[src/rtl/dsp_mac_pipe.sv]
// Parametrised signed MAC slice: tagged input/multiplier pipeline feeding a saturating post-adder.
// Optional pattern detector on the result register, enabled by defining DSP_MAC_PATDET_EN.
module dsp_mac_pipe #(
    parameter int unsigned A_WIDTH   = 18,
    parameter int unsigned B_WIDTH   = 18,
    parameter int unsigned P_WIDTH   = 48,
    parameter int unsigned IN_STAGES = 1,
    parameter int unsigned M_STAGES  = 1,
    parameter bit          SATURATE  = 1'b1
`ifdef DSP_MAC_PATDET_EN
    ,
    parameter logic [P_WIDTH-1:0] PATTERN = '0,
    parameter logic [P_WIDTH-1:0] MASK    = '0
`endif
) (
    input  logic               CLK,
    input  logic               RST,
    input  logic               CE,
    input  logic               IN_VALID,
    input  logic [A_WIDTH-1:0] A,
    input  logic [B_WIDTH-1:0] B,
    input  logic [P_WIDTH-1:0] C,
    input  logic [P_WIDTH-1:0] PCIN,
    input  logic [2:0]         OP,
    input  logic               CLR_OVF,
    output logic               OUT_VALID,
    output logic [P_WIDTH-1:0] P,
    output logic [P_WIDTH-1:0] PCOUT,
    output logic               OVF,
`ifdef DSP_MAC_PATDET_EN
    output logic               PATDET,
`endif
    output logic               OVF_STICKY
);

    localparam int unsigned M_WIDTH = A_WIDTH + B_WIDTH;

    typedef struct packed {
        logic               vld;
        logic [2:0]         op;
        logic [P_WIDTH-1:0] c;
        logic [A_WIDTH-1:0] a;
        logic [B_WIDTH-1:0] b;
    } in_stage_t;

    typedef struct packed {
        logic               vld;
        logic [2:0]         op;
        logic [P_WIDTH-1:0] c;
        logic [M_WIDTH-1:0] m;
    } m_stage_t;

    in_stage_t in_now;
    in_stage_t mul_in;
    m_stage_t  mul_out;
    m_stage_t  fin;

    assign in_now = {IN_VALID, OP, C, A, B};

    generate
        if (IN_STAGES == 0) begin : g_in_bypass
            assign mul_in = in_now;
        end else begin : g_in_regs
            in_stage_t q [IN_STAGES];
            always_ff @(posedge CLK or posedge RST) begin
                if (RST) begin
                    for (int unsigned i = 0; i < IN_STAGES; i++) q[i] <= '0;
                end else if (CE) begin
                    q[0] <= in_now;
                    for (int unsigned i = 1; i < IN_STAGES; i++) q[i] <= q[i-1];
                end
            end
            assign mul_in = q[IN_STAGES-1];
        end
    endgenerate

    // Operands are widened first so the product is formed at its full signed width.
    logic signed [M_WIDTH-1:0] a_ext;
    logic signed [M_WIDTH-1:0] b_ext;
    logic signed [M_WIDTH-1:0] prod;

    assign a_ext   = M_WIDTH'($signed(mul_in.a));
    assign b_ext   = M_WIDTH'($signed(mul_in.b));
    assign prod    = a_ext * b_ext;
    assign mul_out = {mul_in.vld, mul_in.op, mul_in.c, prod};

    generate
        if (M_STAGES == 0) begin : g_m_bypass
            assign fin = mul_out;
        end else begin : g_m_regs
            m_stage_t q [M_STAGES];
            always_ff @(posedge CLK or posedge RST) begin
                if (RST) begin
                    for (int unsigned i = 0; i < M_STAGES; i++) q[i] <= '0;
                end else if (CE) begin
                    q[0] <= mul_out;
                    for (int unsigned i = 1; i < M_STAGES; i++) q[i] <= q[i-1];
                end
            end
            assign fin = q[M_STAGES-1];
        end
    endgenerate

    logic signed [P_WIDTH:0] m_w;
    logic signed [P_WIDTH:0] c_w;
    logic signed [P_WIDTH:0] p_w;
    logic signed [P_WIDTH:0] pcin_w;
    logic signed [P_WIDTH:0] sum_w;
    logic                    ovf_now;
    logic [P_WIDTH-1:0]      p_next;

    assign m_w    = (P_WIDTH+1)'($signed(fin.m));
    assign c_w    = (P_WIDTH+1)'($signed(fin.c));
    assign p_w    = (P_WIDTH+1)'($signed(P));
    assign pcin_w = (P_WIDTH+1)'($signed(PCIN));

    always_comb begin
        sum_w = m_w;
        case (fin.op)
            3'b001:  sum_w = c_w + m_w;
            3'b010:  sum_w = p_w + m_w;
            3'b011:  sum_w = p_w - m_w;
            3'b100:  sum_w = c_w - m_w;
            3'b101:  sum_w = pcin_w + m_w;
            default: sum_w = m_w;
        endcase
    end

    // One guard bit: the sum left the P_WIDTH range when the top two bits disagree.
    assign ovf_now = sum_w[P_WIDTH] ^ sum_w[P_WIDTH-1];

    always_comb begin
        p_next = sum_w[P_WIDTH-1:0];
        if (SATURATE && ovf_now) begin
            p_next = sum_w[P_WIDTH] ? {1'b1, {(P_WIDTH-1){1'b0}}} : {1'b0, {(P_WIDTH-1){1'b1}}};
        end
    end

    always_ff @(posedge CLK or posedge RST) begin
        if (RST) begin
            P         <= '0;
            OUT_VALID <= 1'b0;
            OVF       <= 1'b0;
        end else if (CE) begin
            OUT_VALID <= fin.vld;
            OVF       <= fin.vld & ovf_now;
            if (fin.vld) P <= p_next;
        end
    end

    // Clear works regardless of CE; a simultaneous overflow keeps the flag set.
    always_ff @(posedge CLK or posedge RST) begin
        if (RST) begin
            OVF_STICKY <= 1'b0;
        end else if (CE && fin.vld && ovf_now) begin
            OVF_STICKY <= 1'b1;
        end else if (CLR_OVF) begin
            OVF_STICKY <= 1'b0;
        end
    end

`ifdef DSP_MAC_PATDET_EN
    always_ff @(posedge CLK or posedge RST) begin
        if (RST) begin
            PATDET <= 1'b0;
        end else if (CE && fin.vld) begin
            PATDET <= ((p_next ^ PATTERN) & ~MASK) == '0;
        end
    end
`endif

    assign PCOUT = P;

endmodule

[config.mk]
export PLATFORM = sky130hd
export DESIGN_NAME = dsp_mac_pipe
export DESIGN_NICKNAME = d
export VERILOG_FILES = /design/src/rtl/dsp_mac_pipe.sv
export SDC_FILE = /design/constraint.sdc
export NUM_CORES = 2
export LEC_CHECK = 0
export ABC_AREA = 1
export CORE_ASPECT_RATIO = 0.5
export CORE_MARGIN = 8
export CORE_UTILIZATION = 40
export CTS_CLUSTER_DIAMETER = 120
export DETAILED_ROUTE_END_ITERATION = 10
export GPL_TIMING_DRIVEN = 0
export HOLD_SLACK_MARGIN = 0.03
export SLEW_MARGIN = 20
export SYNTH_ARGS = -nofsm -noshare
export SYNTH_HDL_FRONTEND = slang
export SYNTH_SLANG_ARGS = --single-unit
[constraint.sdc]
create_clock -name CLK -period 9.5 [get_ports CLK]
set_clock_uncertainty 0.1 [all_clocks]
set_input_delay 0.95 -clock CLK [delete_from_list [all_inputs] [get_ports CLK]]
set_output_delay 0.95 -clock CLK [all_outputs]
set_load 0.02 [all_outputs]
==> results.json <==
{
  "critPathArrivalTime_ps": 8170,
  "holdCritStartpoint": "OUT_VALID$_DFFE_PP0P_",
  "grt_start_max_net_pins": 85,
  "yosys.cell_types.count": 49,
  "synth-async-reset-ratio_pct": 100.0,
  "cts_setup_buffers": 0,
  "rows": 73,
  "max_freq_mhz": 127.2,
  "criticalPathCategory": "reg2reg",
  "synth.avg_cell_area_sq_um": 6.698,
  "wire_length_of_the_first_global_routing_pass_um": 202100,
  "layout_cell_share_with_drive_strength_beyond_1_pct": 4.544,
  "maxCapViolCount": 0,
  "cts-root-to-sink-buffers": 3,
  "clock_tree.htree_level_count": 1,
  "mostFrequentLayoutCell": "sky130_fd_sc_hd__nand2_1",
  "timing.final.crit_period_ps": 7861,
  "rsz0062_at_grt": "no",
  "clock-root-buffer": "sky130_fd_sc_hd__clkbuf_16",
  "io_pins": 239,
  "r2r_setup_slack_ps": 1640,
  "synth_enable_flop_cells": 0,
  "synthCells": 4799,
  "die-height_um": 216.5,
  "place.gp.congestion": 1.050,
  "timing.reg2reg.worst_path_depth": 24,
  "holdBufCountCts": 0,
  "timing.rr.end": "fin[32]$_DFFE_PP0P_",
  "global_route.overflow_total": 0,
  "worst-slew-pin-transition_ps": 1109,
  "synthToLayoutAreaGrowth_pct": 14.35,
  "critPathMaxFanout": 10,
  "mappedNetlistArea_sq_um": 32140,
  "setup.worst_path.end_class": "flop",
  "number_of_synthesized_register_bits": 227,
  "path_clk_slew_ps": 70,
  "total_number_of_nets_in_the_final_design": 5725,
  "cts_tree": "done",
  "required_ps": 9810,
  "core-area_sq_um": 79460,
  "worstSkewPairLatency_ps": 580,
  "drt_first_pass_iters": 6,
  "top_flip_flop_cell_by_instance_count_after_synthesis": "sky130_fd_sc_hd__dfrtp_1",
  "whs_endpoint": "OUT_VALID$_DFFE_PP0P_",
  "drt-vias-per-instance": 5.184,
  "antenna_violating_nets_post_route": 0,
  "grt_pass1_vias": 31150,
  "proportion_of_synthesized_chip_area_in_sequential_cells_pct": 17.67,
  "yosysWarnings": 0,
  "fin_crit_sh_pct": 82.75,
  "post-place-cells": 6088,
  "hpwlAfterDp_um": 120200,
  "cts-buffers-inserted": 25,
  "layout_common_cells": "sky130_fd_sc_hd__nand2_1 (1492), sky130_fd_sc_hd__inv_1 (1067), sky130_fd_sc_hd__fa_1 (331)",
  "cts.repair.resized": 0,
  "finalNonFillerCells": 6135,
  "final_count_of_pins_violating_max_slew": 0,
  "hold_path_class": "reg2reg",
  "max_stage_delay_cell_worst_path": "sky130_fd_sc_hd__clkbuf_1",
  "routed-via-count": 31810,
  "grt_resource_usage_total_pct": 29.98,
  "die-area_sq_um": 90240,
  "worst_r2r_startpoint": "b_ext[1]$_DFFE_PP0P_",
  "drc_violations_left": 0,
  "detailedRoute.firstIterationViolations": 3319,
  "min_path_cells": 2,
  "detail_route.wirelength_um": 139200,
  "cts.sinks": 227,
  "die_x_um": 416.9,
  "timing.slew.headroom_pct": 26.07,
  "run_status": "complete, no violations",
  "detail_route.wl_per_cell_um": 22.69,
  "synth_nets": 5459,
  "io_buffer_count": 237,
  "initial_antenna_violation_count": 4,
  "critical_path.startpoint_type": "flop",
  "critical_path_cell_list": "clkbuf_1 > clkbuf_1 > nand2_1 > inv_1 > fa_1 > inv_1 > fa_1 > inv_1 > ha_1 > inv_1 > fa_1 > inv_1 > fa_1 > inv_1 > fa_1 > inv_1 > ha_1 > nand2_1 > nor4_1 > nand3_1 > nand2_1 > nand2_1 > nand3_1 > o21ai_0",
  "path_common_cell": "sky130_fd_sc_hd__inv_1",
  "timing.critical_path.slowest_cell_delay_ps": 810,
  "setup_violations": 0,
  "final_hold_viol_count": 0,
  "start_util_pct": 40.45
}
worst max-delay path: cells and delay by family (launching register included):
family                   cells  cell delay (ps)
AND/OR/NAND/NOR              7             1540
buffers and inverters        9             2350
adder cells (fa/ha/maj)      7             3220
AO/OA/AOI/OAI                1              150
flip-flops                   1              320
how the worst max path moves through the flow:
stage,cells past startpoint,end,from
after CTS,24,fin[32]$_DFFE_PP0P_,b_ext[1]$_DFFE_PP0P_
after detailed placement,24,fin[32]$_DFFE_PP0P_,b_ext[1]$_DFFE_PP0P_
after floorplan,1,OUT_VALID$_DFFE_PP0P_,RST
after global routing,26,fin[31]$_DFFE_PP0P_,b_ext[1]$_DFFE_PP0P_
final,24,fin[32]$_DFFE_PP0P_,b_ext[1]$_DFFE_PP0P_
after global placement,2,c_w[43]$_DFFE_PP0P_,RST
layout make-up:
class	count	area, sq um
diodes	1	2.502
plain buffers	218	1102
clock buffers	32	681.9
clock inverters	14	170.2
fillers	8336	42710
inverters	1089	4098
multi-input cells	3265	21280
flip-flops and latches	227	5680
well taps	1050	1314
repair buffers	239	2427
synth_stat cells, types with 2 or more instances:
library cell,n,area (sq um)
sky130_fd_sc_hd__buf_4,52,390.4
sky130_fd_sc_hd__nand3b_1,6,45.04
sky130_fd_sc_hd__ha_1,189,2365
sky130_fd_sc_hd__buf_6,3,33.78
sky130_fd_sc_hd__nor4_1,2,12.51
sky130_fd_sc_hd__nand2_2,15,93.84
sky130_fd_sc_hd__o21ai_1,2,10.01
sky130_fd_sc_hd__a21o_1,6,45.04
sky130_fd_sc_hd__clkbuf_1,130,488.0
sky130_fd_sc_hd__o21ai_0,264,1321
sky130_fd_sc_hd__or2_2,32,200.2
sky130_fd_sc_hd__buf_1,25,93.84
sky130_fd_sc_hd__inv_2,18,67.56
sky130_fd_sc_hd__dfrtp_1,227,5680
sky130_fd_sc_hd__a21oi_1,177,885.9
sky130_fd_sc_hd__o22ai_1,4,25.02
sky130_fd_sc_hd__buf_2,4,20.02
sky130_fd_sc_hd__nand4_1,50,312.8
sky130_fd_sc_hd__o221ai_1,4,35.03
sky130_fd_sc_hd__buf_12,3,60.06
sky130_fd_sc_hd__nand2_1,1492,5600
sky130_fd_sc_hd__xnor2_1,11,96.34
sky130_fd_sc_hd__xor2_1,15,131.4
sky130_fd_sc_hd__a31oi_1,6,37.54
sky130_fd_sc_hd__a22oi_1,47,352.8
sky130_fd_sc_hd__clkinv_1,2,7.510
sky130_fd_sc_hd__o21bai_1,23,172.7
sky130_fd_sc_hd__nor2_4,2,22.52
sky130_fd_sc_hd__nor3_2,2,20.02
sky130_fd_sc_hd__fa_1,331,6626
sky130_fd_sc_hd__o211ai_1,16,120.1
sky130_fd_sc_hd__nand2_4,3,33.78
sky130_fd_sc_hd__nor3_1,33,165.2
sky130_fd_sc_hd__nand3_1,238,1191
sky130_fd_sc_hd__inv_1,1068,4009
sky130_fd_sc_hd__nor2_2,13,81.33
sky130_fd_sc_hd__a21oi_2,31,271.5
sky130_fd_sc_hd__a221oi_1,3,26.28
sky130_fd_sc_hd__nor2_1,240,900.9
sequential cells by signal, summed over array words and instances, names as in the netlist:
name	flops
P	48
OVF	1
OUT_VALID	1
b_ext	18
g_in_regs.q	52
OVF_STICKY	1
c_w	48
fin	40
a_ext	18
cells by family (layout without fill, tap and decap cells):
| logic type | after synthesis | count (layout) | synth area share, % |
|---|---|---|---|
| buf+inv | 1307 | 1592 | 16.15 |
| fa+ha+maj | 520 | 520 | 27.97 |
| xor+xnor | 26 | 26 | 0.7084 |
| simple gates | 2131 | 2131 | 27.08 |
| flops | 227 | 227 | 17.67 |
| compound gates | 588 | 588 | 10.42 |
| other cells | 0 | 1 | 0 |
per-stage QoR:
stage               utilization (%)  TNS (ps)  hold slack [ps]  cell area (sq um)  setup slack (ps)
finish                        46.26         0            372.7              36760              1639
global route                  46.25         0            397.8              36760              1237
CTS                           46.25         0            374.7              36750              1631
detailed placement            45.18         0            357.8              35900              1674
global placement              45.09   -274710            360.4              35830             -1241
floorplan                         -         0            342.2              32140              2230
metal layers:
metal  GRT usage (%)  vias up  wire length (um)
met5               0        -                 0
met4           10.11        0              5689
met3           7.015      184             12980
met2           46.27     1274             59940
met1           41.32    15330             60580
li1                -    15010                 -
Power is left out: the tool's default activity adds up to more than one toggle a clock period on the data nets, which glitch-free logic cannot reach.
